==> src/rtl/ps2_command_tx.sv <==
// PS/2 host-to-device command transmitter: inhibits the clock, issues a request-to-send,
// then shifts out data/parity/stop on device falling edges and checks the device ACK.
//
// state   | meaning
// IDLE    | bus released, waiting for send_command_en
// INHIBIT | host holds PS2_CLK low; PS2_DAT pulled low in the last cycle
// REQ     | clock released, start bit on the line, waiting for the first device edge
// BITS    | data[0..7], parity and stop shifted out one per device falling edge
// ACK     | waiting for the falling edge that carries the device acknowledge
// DONE    | one-cycle command_was_sent pulse
// ERR     | one-cycle error_timed_out pulse (timeout or NACK)
module ps2_command_tx #(
    parameter int INHIBIT_CYCLES = 5000,
    parameter int START_TIMEOUT  = 750000,
    parameter int XFER_TIMEOUT   = 100000
) (
    input  logic       CLOCK_50,
    input  logic       resetn,
    input  logic [7:0] send_command,
    input  logic       send_command_en,
    input  logic       ps2_clk_in,
    input  logic       ps2_dat_in,
    output logic       ps2_clk_oe,
    output logic       ps2_dat_oe,
    output logic       busy,
    output logic       command_was_sent,
    output logic       error_timed_out
);

    localparam int MAX_A   = (INHIBIT_CYCLES > XFER_TIMEOUT) ? INHIBIT_CYCLES : XFER_TIMEOUT;
    localparam int MAX_CNT = (START_TIMEOUT > MAX_A) ? START_TIMEOUT : MAX_A;
    localparam int CNT_W   = $clog2(MAX_CNT + 1);

    localparam logic [CNT_W-1:0] INHIBIT_LOAD = CNT_W'(INHIBIT_CYCLES - 1);
    localparam logic [CNT_W-1:0] START_LOAD   = CNT_W'(START_TIMEOUT - 1);
    localparam logic [CNT_W-1:0] XFER_LOAD    = CNT_W'(XFER_TIMEOUT - 1);
    localparam logic [CNT_W-1:0] CNT_ZERO     = '0;
    localparam logic [CNT_W-1:0] CNT_ONE      = CNT_W'(1);

    typedef enum logic [2:0] {
        ST_IDLE    = 3'd0,
        ST_INHIBIT = 3'd1,
        ST_REQ     = 3'd2,
        ST_BITS    = 3'd3,
        ST_ACK     = 3'd4,
        ST_DONE    = 3'd5,
        ST_ERR     = 3'd6
    } state_t;

    state_t           state_q,    state_d;
    logic [CNT_W-1:0] cnt_q,      cnt_d;
    logic [3:0]       bit_cnt_q,  bit_cnt_d;
    logic [9:0]       frame_q,    frame_d;
    logic             dat_drv_q,  dat_drv_d;
    logic             clk_meta_q, clk_meta_d;
    logic             clk_sync_q, clk_sync_d;
    logic             clk_prev_q, clk_prev_d;
    logic             dat_meta_q, dat_meta_d;
    logic             dat_sync_q, dat_sync_d;
    logic             fe;

    assign fe = clk_prev_q & ~clk_sync_q;

    always_ff @(posedge CLOCK_50 or negedge resetn) begin
        if (!resetn) begin
            state_q    <= ST_IDLE;
            cnt_q      <= '0;
            bit_cnt_q  <= '0;
            frame_q    <= '0;
            dat_drv_q  <= 1'b0;
            clk_meta_q <= 1'b1;
            clk_sync_q <= 1'b1;
            clk_prev_q <= 1'b1;
            dat_meta_q <= 1'b1;
            dat_sync_q <= 1'b1;
        end else begin
            state_q    <= state_d;
            cnt_q      <= cnt_d;
            bit_cnt_q  <= bit_cnt_d;
            frame_q    <= frame_d;
            dat_drv_q  <= dat_drv_d;
            clk_meta_q <= clk_meta_d;
            clk_sync_q <= clk_sync_d;
            clk_prev_q <= clk_prev_d;
            dat_meta_q <= dat_meta_d;
            dat_sync_q <= dat_sync_d;
        end
    end

    always_comb begin
        state_d          = state_q;
        cnt_d            = cnt_q;
        bit_cnt_d        = bit_cnt_q;
        frame_d          = frame_q;
        dat_drv_d        = dat_drv_q;
        clk_meta_d       = ps2_clk_in;
        clk_sync_d       = clk_meta_q;
        clk_prev_d       = clk_sync_q;
        dat_meta_d       = ps2_dat_in;
        dat_sync_d       = dat_meta_q;
        ps2_clk_oe       = 1'b0;
        ps2_dat_oe       = 1'b0;
        busy             = 1'b0;
        command_was_sent = 1'b0;
        error_timed_out  = 1'b0;

        case (state_q)
            ST_IDLE: begin
                if (send_command_en) begin
                    // Frame shifts out LSB first: data[0..7], odd parity, stop.
                    frame_d   = {1'b1, ~^send_command, send_command};
                    cnt_d     = INHIBIT_LOAD;
                    bit_cnt_d = '0;
                    dat_drv_d = 1'b0;
                    state_d   = ST_INHIBIT;
                end
            end

            ST_INHIBIT: begin
                busy       = 1'b1;
                ps2_clk_oe = 1'b1;
                ps2_dat_oe = (cnt_q == CNT_ZERO);
                if (cnt_q == CNT_ZERO) begin
                    cnt_d   = START_LOAD;
                    state_d = ST_REQ;
                end else begin
                    cnt_d = cnt_q - CNT_ONE;
                end
            end

            ST_REQ: begin
                busy       = 1'b1;
                ps2_dat_oe = 1'b1;
                if (fe) begin
                    dat_drv_d = ~frame_q[0];
                    frame_d   = {1'b0, frame_q[9:1]};
                    bit_cnt_d = 4'd1;
                    cnt_d     = XFER_LOAD;
                    state_d   = ST_BITS;
                end else if (cnt_q == CNT_ZERO) begin
                    state_d = ST_ERR;
                end else begin
                    cnt_d = cnt_q - CNT_ONE;
                end
            end

            ST_BITS: begin
                busy       = 1'b1;
                ps2_dat_oe = dat_drv_q;
                if (cnt_q == CNT_ZERO) begin
                    state_d = ST_ERR;
                end else begin
                    cnt_d = cnt_q - CNT_ONE;
                    if (fe) begin
                        dat_drv_d = ~frame_q[0];
                        frame_d   = {1'b0, frame_q[9:1]};
                        bit_cnt_d = bit_cnt_q + 4'd1;
                        if (bit_cnt_q == 4'd9) begin
                            state_d = ST_ACK;
                        end
                    end
                end
            end

            ST_ACK: begin
                busy = 1'b1;
                if (cnt_q == CNT_ZERO) begin
                    state_d = ST_ERR;
                end else begin
                    cnt_d = cnt_q - CNT_ONE;
                    if (fe) begin
                        state_d = dat_sync_q ? ST_ERR : ST_DONE;
                    end
                end
            end

            ST_DONE: begin
                command_was_sent = 1'b1;
                cnt_d            = '0;
                dat_drv_d        = 1'b0;
                state_d          = ST_IDLE;
            end

            ST_ERR: begin
                error_timed_out = 1'b1;
                cnt_d           = '0;
                dat_drv_d       = 1'b0;
                state_d         = ST_IDLE;
            end

            default: begin
                state_d = ST_IDLE;
            end
        endcase
    end

endmodule

==> config.mk <==
export PLATFORM = sky130hd
export DESIGN_NAME = ps2_command_tx
export DESIGN_NICKNAME = d
export VERILOG_FILES = /design/src/rtl/ps2_command_tx.sv
export SDC_FILE = /design/constraint.sdc
export NUM_CORES = 1
export LEC_CHECK = 0
export BUFFER_PORTS_ARGS = -buffer_cell sky130_fd_sc_hd__clkbuf_2
export CORE_MARGIN = 2
export CORE_UTILIZATION = 40
export CTS_BUF_LIST = sky130_fd_sc_hd__clkbuf_4 sky130_fd_sc_hd__clkbuf_8
export DETAILED_ROUTE_END_ITERATION = 16
export HOLD_SLACK_MARGIN = 0.03
export PLACE_DENSITY = 0.58
export SLEW_MARGIN = 30
export SYNTH_ARGS = -nofsm -noshare
export SYNTH_HDL_FRONTEND = slang
export SYNTH_SLANG_ARGS = --single-unit
==> constraint.sdc <==
create_clock -name CLOCK_50 -period 2.3 [get_ports CLOCK_50]
set_input_delay 0.23 -clock CLOCK_50 [delete_from_list [all_inputs] [get_ports CLOCK_50]]
set_output_delay 0.23 -clock CLOCK_50 [all_outputs]
set_load 0.03 [all_outputs]
### Word level (Yosys, flattened, before mapping)

Index checks and enable logic that the tools add are counted.

| storage, ports and cells | value |
|---|---|
| word-level logic and storage cells | 79 |
| output and inout port bits | 5 |
| flip-flop bits (word level) | 43 |

| operators by class | value |
|---|---|
| muxes and demuxes | 34 |
| reductions and logical operators | 14 |
| equal/unequal tests | 16 |
| bitwise gates (word level) | 3 |
| add/subtract/negate cells | 2 |

Operator list:

| kind | count |
|---|---|
| $pmux W20 S5 | 1 |
| $mux W20 | 4 |
| $mux W10 | 3 |
| $pmux W10 S3 | 1 |
| $mux W3 | 9 |
| $logic_not A20 Y1 | 1 |
| $sub A20 B1 Y20 const B | 1 |
| $mux W4 | 4 |
| $pmux W3 S5 | 1 |
| $ne A3 B3 Y1 const B | 4 |
| $pmux W4 S3 | 1 |
| $ne A2 B2 Y1 const B | 5 |
| $eq A3 B3 Y1 const B | 3 |
| $reduce_xnor A8 Y1 | 1 |
| $mux W1 | 7 |
| $eq A3 B2 Y1 const B | 2 |
| $reduce_and A3 Y1 | 2 |
| $reduce_and A6 Y1 | 1 |
| $reduce_and A5 Y1 | 1 |
| $reduce_bool A5 Y1 | 1 |
| $add A4 B1 Y4 const B | 1 |
| $eq A4 B4 Y1 const B | 1 |
| $pmux W1 S4 | 1 |
| $reduce_bool A4 Y1 | 1 |
| other kinds (10) | 12 |

### Depth between registers and ports, before layout

| logic depth | value |
|---|---|
| word-level depth | 5 |
| depth in mapped cells | 11 |

### Worst setup path before layout

No wires, ideal clock.

| timing path | value |
|---|---|
| path kind | reg-to-reg |
| start | register cnt_q[14] |
| end | register cnt_q[0] |
| setup slack | -0.210 ns |
| arrival | 2.433 ns |
| library setup time | 0.077 ns |
| cell stages (with the launch flop) | 11 |
| cell sequence | dfrtp_1 > or3_4 > or3_4 > nor4_4 > inv_1 > ha_1 > inv_1 > a21o_1 > a221oi_1 > a21oi_1 > a21oi_1 |

| between the ends | value |
|---|---|
| word-level cells in the longest chain between the ends | 4 |
| elaborated cells on any way between the ends | 5 |

RTL lines:

| element | line | source |
|---|---|---|
| from (decl) | 51 | `logic [CNT_W-1:0] cnt_q, cnt_d;` |
| from (signal assigned) | 78 | `cnt_q <= cnt_d;` |
| $logic_not A20 Y1 * | - |  |
| $mux W20 (2 in a row) | - |  |
| $pmux W20 S5 * | 107 | `case (state_q)` |

Every way passes the cells marked *; elsewhere a longest branch is shown, timed or not.
A chain may end at the register's enable or synchronous reset.

### Worst setup path after layout

| timing path | value |
|---|---|
| start | register cnt_q[16] |
| end | register cnt_q[0] |

Same word-level chain as after synthesis.

==> summary.md <==
| Metric | Value |
|---|---|
| Status | `finished, violations left` |
| Failing checks | `negative setup slack` |
| Max-Cap Viols | `0` |
| Slew Limit Fails | `0` |
| Initial DRC count | `145` |
| DRT Pass-1 Iters | `4` |
| Leakage | `1.42 nW` |
| Endpoint type of the worst setup path | `flop` |
| Remaining DRCs | `0` |
| Gr usage total | `0.201` |
| Worst r2r dst | `cnt_q[0]` |
| Arrival @ worst endpoint | `around 2600 ps` |
| Post-synth top flop | `dfrtp_1` |
| Mapped cell area | `2760 um^2` |
| Worst Skew | `5.20 ps` |
| GRT overflow | `0` |
| CP Launch Point | `cnt_q[16]` |
| Core Area | `about 6700 um^2` |
| Initial core utilization | `0.411` |
| Crit start category | `flop` |
| Root buffer cell | `clkbuf_8` |
| Area post-placement | `a little over 3000 um^2` |
| Setup slack after layout | `-26.0 ps` |
| Largest net degree at the start of global routing | `44` |
| Ys async rst share | `1.00` |
| Fin. Hold Viols | `0` |
| Least-Margin Pin Slew | `548 ps` |
| Min-Delay Path Class | `in -> reg` |
| Layout Nets | `379` |
| Library cells used by synthesis | `64` |
| Internal power | `0.00101 W` |
| Ant. Diodes | `0` |
| Clock period minus worst slack | `approximately 2300 ps` |
| DR vias | `2452` |
| First-pass GRT wire length | `11900 um` |
| Die area | `7580 um^2` |
| I/O pins | `18` |
| CP max FO | `4` |
| Slew headroom | `0.635` |
| Net Sw Power | `0.000314 W` |
| Drt wl/cell | `15.7 um` |
| Setup CP Type | `reg -> reg` |
| CTS Buf Count | `5` |
| Switching Fraction | `0.237` |
| CTS max path bufs | `2` |
| Row cnt | `30` |
| CP endpoint | `cnt_q[0]` |
| CTS H-tree depth | `2` |
| Flop pwr share | `0.580` |
| Peak Freq | `430 MHz` |
| Final design utilization | `0.486` |
| Crit path required time | `2530 ps` |
| Clk pwr share | `0.366` |
| Pwr per Cell Area | `404 nW/um^2` |
| Final TNS setup | `-26.0 ps` |
| Share of layout cells above drive strength 1 | `0.246` |
| Syn Nets | `roughly 330` |
| CTS clock-pin slew for the worst setup and hold paths | `approximately 80 ps` |
| Vias in the first global route | `roughly 2400` |
| Worst r2r path cells | `10` |
| Routed WL | `slightly below 7000 um` |
| R2r setup slk | `-30 ps` |
| Post-Syn Area per Cell | `8.76 um^2` |
| Power share of the combinational group | `0.055` |
| Final Setup Violations | `1` |
| Die width | `87.1 um` |
| Syn Inst Count | `315` |
| Synth Register Bits | `43` |
| Vias/cell | `5.55` |
| IO buf count | `17` |
| RSZ-0062 raised after global routing | `true` |
| Final instance area | `3270 um^2` |
| Worst-skew pair later-pin latency | `300 ps` |
| Post-synthesis sequential area ratio | `0.392` |
| Number of enable flip-flop cells after synthesis | `0` |
| Clk sinks | `43` |
| YS warnings | `0` |
| Initial antenna violation count | `0` |
| Reg-to-reg critical path startpoint | `cnt_q[16]` |
| CTS tree | `done` |
| Synth-to-Final Area Change | `18.5%` |
| Antenna Nets Post-Route | `0` |
| Final Wtd Congestion | `roughly 0.84` |
| Die height | `87.1 um` |
| Detailed Place HPWL | `5120 um` |
| Fin crit share | `1.01` |
| Worst vdd ir | `0.216 mV` |
==> per-layer routing <==
layer | GRT usage | part of all wire | wire length (um)
met5 | 0 | 0 | 0
met1 | 0.274 | 0.47 | 3230
met2 | 0.329 | 0.49 | 3420
met3 | 0.0341 | 0.028 | 198
met4 | 0.0582 | 0.015 | 101
==> how the worst min path moves through the flow <==
stage	cells after the start	from	endpoint
CTS	3	send_command[3]	frame_q[3]
floorplan	0	resetn	bit_cnt_q[0]
finish	3	send_command[7]	frame_q[7]
global placement	1	ps2_clk_in	clk_meta_q
global route	3	send_command[7]	frame_q[7]
detailed placement	1	ps2_dat_in	dat_meta_q
==> power by group through the flow <==
stage	sequential (W)	combinational, W	clock (W)
2_1_floorplan	0.000781	0.0000340	0
3_3_place_gp	0.000781	0.0000693	0
3_5_place_dp	0.000781	0.0000699	0
4_1_cts	0.000767	0.0000740	0.000511
5_1_grt	0.000768	0.0000812	0.000543
6_report	0.000766	0.0000720	0.000483
==> sequential cells by signal (all words and copies together), names as in the netlist, 3 cells and up <==
register,count
cnt_q,20
state_q,3
frame_q,10
bit_cnt_q,4
==> what timing repair did <==
| action | in CTS | in global routing |
|---|---|---|
| gates resized for setup | 5 | 5 |
| setup endpoints to repair | 3 | 13 |
| hold endpoints to repair | 40 | 0 |
| pin swaps | 1 | 0 |
| hold buffers | 3 | 0 |
| buffers inserted | 1 | 0 |
| gates cloned | 0 | 0 |
==> critical path, stage by stage, from the launching register on <==
cell and delay, ps:
dfrtp_1 390, or3_4 400, or3_4 370, nor4_4 150, inv_1 100, ha_4 280
inv_2 40, a21o_1 160, a221oi_2 200, a21oi_1 60, a21oi_1 110
==> Yosys cell counts, drive strengths merged, types with 2 or more instances <==
cell	instances	area [um^2]
dfstp	5	131
o21ai	22	110
o22a	4	35.0
or2	2	12.5
a22o	3	26.3
buf	8	67.6
and2	2	12.5
a31oi	12	75.1
a21o	6	45.0
dfrtp	38	951
nor2	31	121
nand2b	5	31.3
o41ai	2	17.5
ha	5	62.6
nor3	16	85.1
a22oi	2	15.0
mux2i	3	30.0
nand3	7	35.0
o211ai	3	22.5
o21bai	2	15.0
or3	5	41.3
o31ai	4	30.0
nor2b	4	25.0
clkbuf	10	51.3
a211oi	2	15.0
o22ai	2	12.5
and3	4	25.0
a21oi	21	105
xnor2	10	87.6
a41oi	2	25.0
nor4	6	67.6
nand2	38	160
a21boi	2	15.0
nand3b	2	15.0
inv	10	37.5
nand4	2	12.5
==> kinds of logic (layout without fill, tap and decap cells) <==
kind of cell,after synthesis,in the layout,share of synthesized area
AO/OA/AOI/OAI,96,96,0.231
XOR/XNOR,11,11,0.0349
adder cells (fa/ha/maj),5,5,0.0227
buffers and inverters,28,75,0.0567
flip-flops,43,43,0.392
multiplexers,4,4,0.0150
AND/OR/NAND/NOR,128,128,0.248
==> through the flow <==
step           cells  total power, W  hold slack [ps]  setup WS (ps)
2_1_floorplan    315        0.000815            -65.6           -195
3_5_place_dp     430        0.000851              321           -183
4_1_cts          442         0.00135              176          -41.9
6_report         442         0.00132              182          -26.0
5_1_grt          442         0.00139              187           -198
3_3_place_gp     430        0.000850              321           -117
==> area by class of cell <==
class | count | area (um^2)
Sequential cell | 43 | 1080
Multi-Input combinational cell | 244 | 1560
Clock buffer | 5 | 68.8
Timing Repair Buffer | 57 | 395
Inverter | 10 | 37.5
Fill cell | 690 | 3450
Clock inverter | 3 | 20.0
Tap cell | 80 | 100
==> cell usage in the layout, fill, tap and decap left out, types with 7 or more instances in the layout <==
master     n
dfrtp_1   38
buf_4     37
nand2_1   35
nor2_1    29
a21oi_1   21
clkbuf_2  16
nor3_1    15
o21ai_1   12
a31oi_1   12
o21ai_0   10
xnor2_1   10
inv_1      8
nand3_1    7
Note: power is estimated with default switching activity, not from simulation.
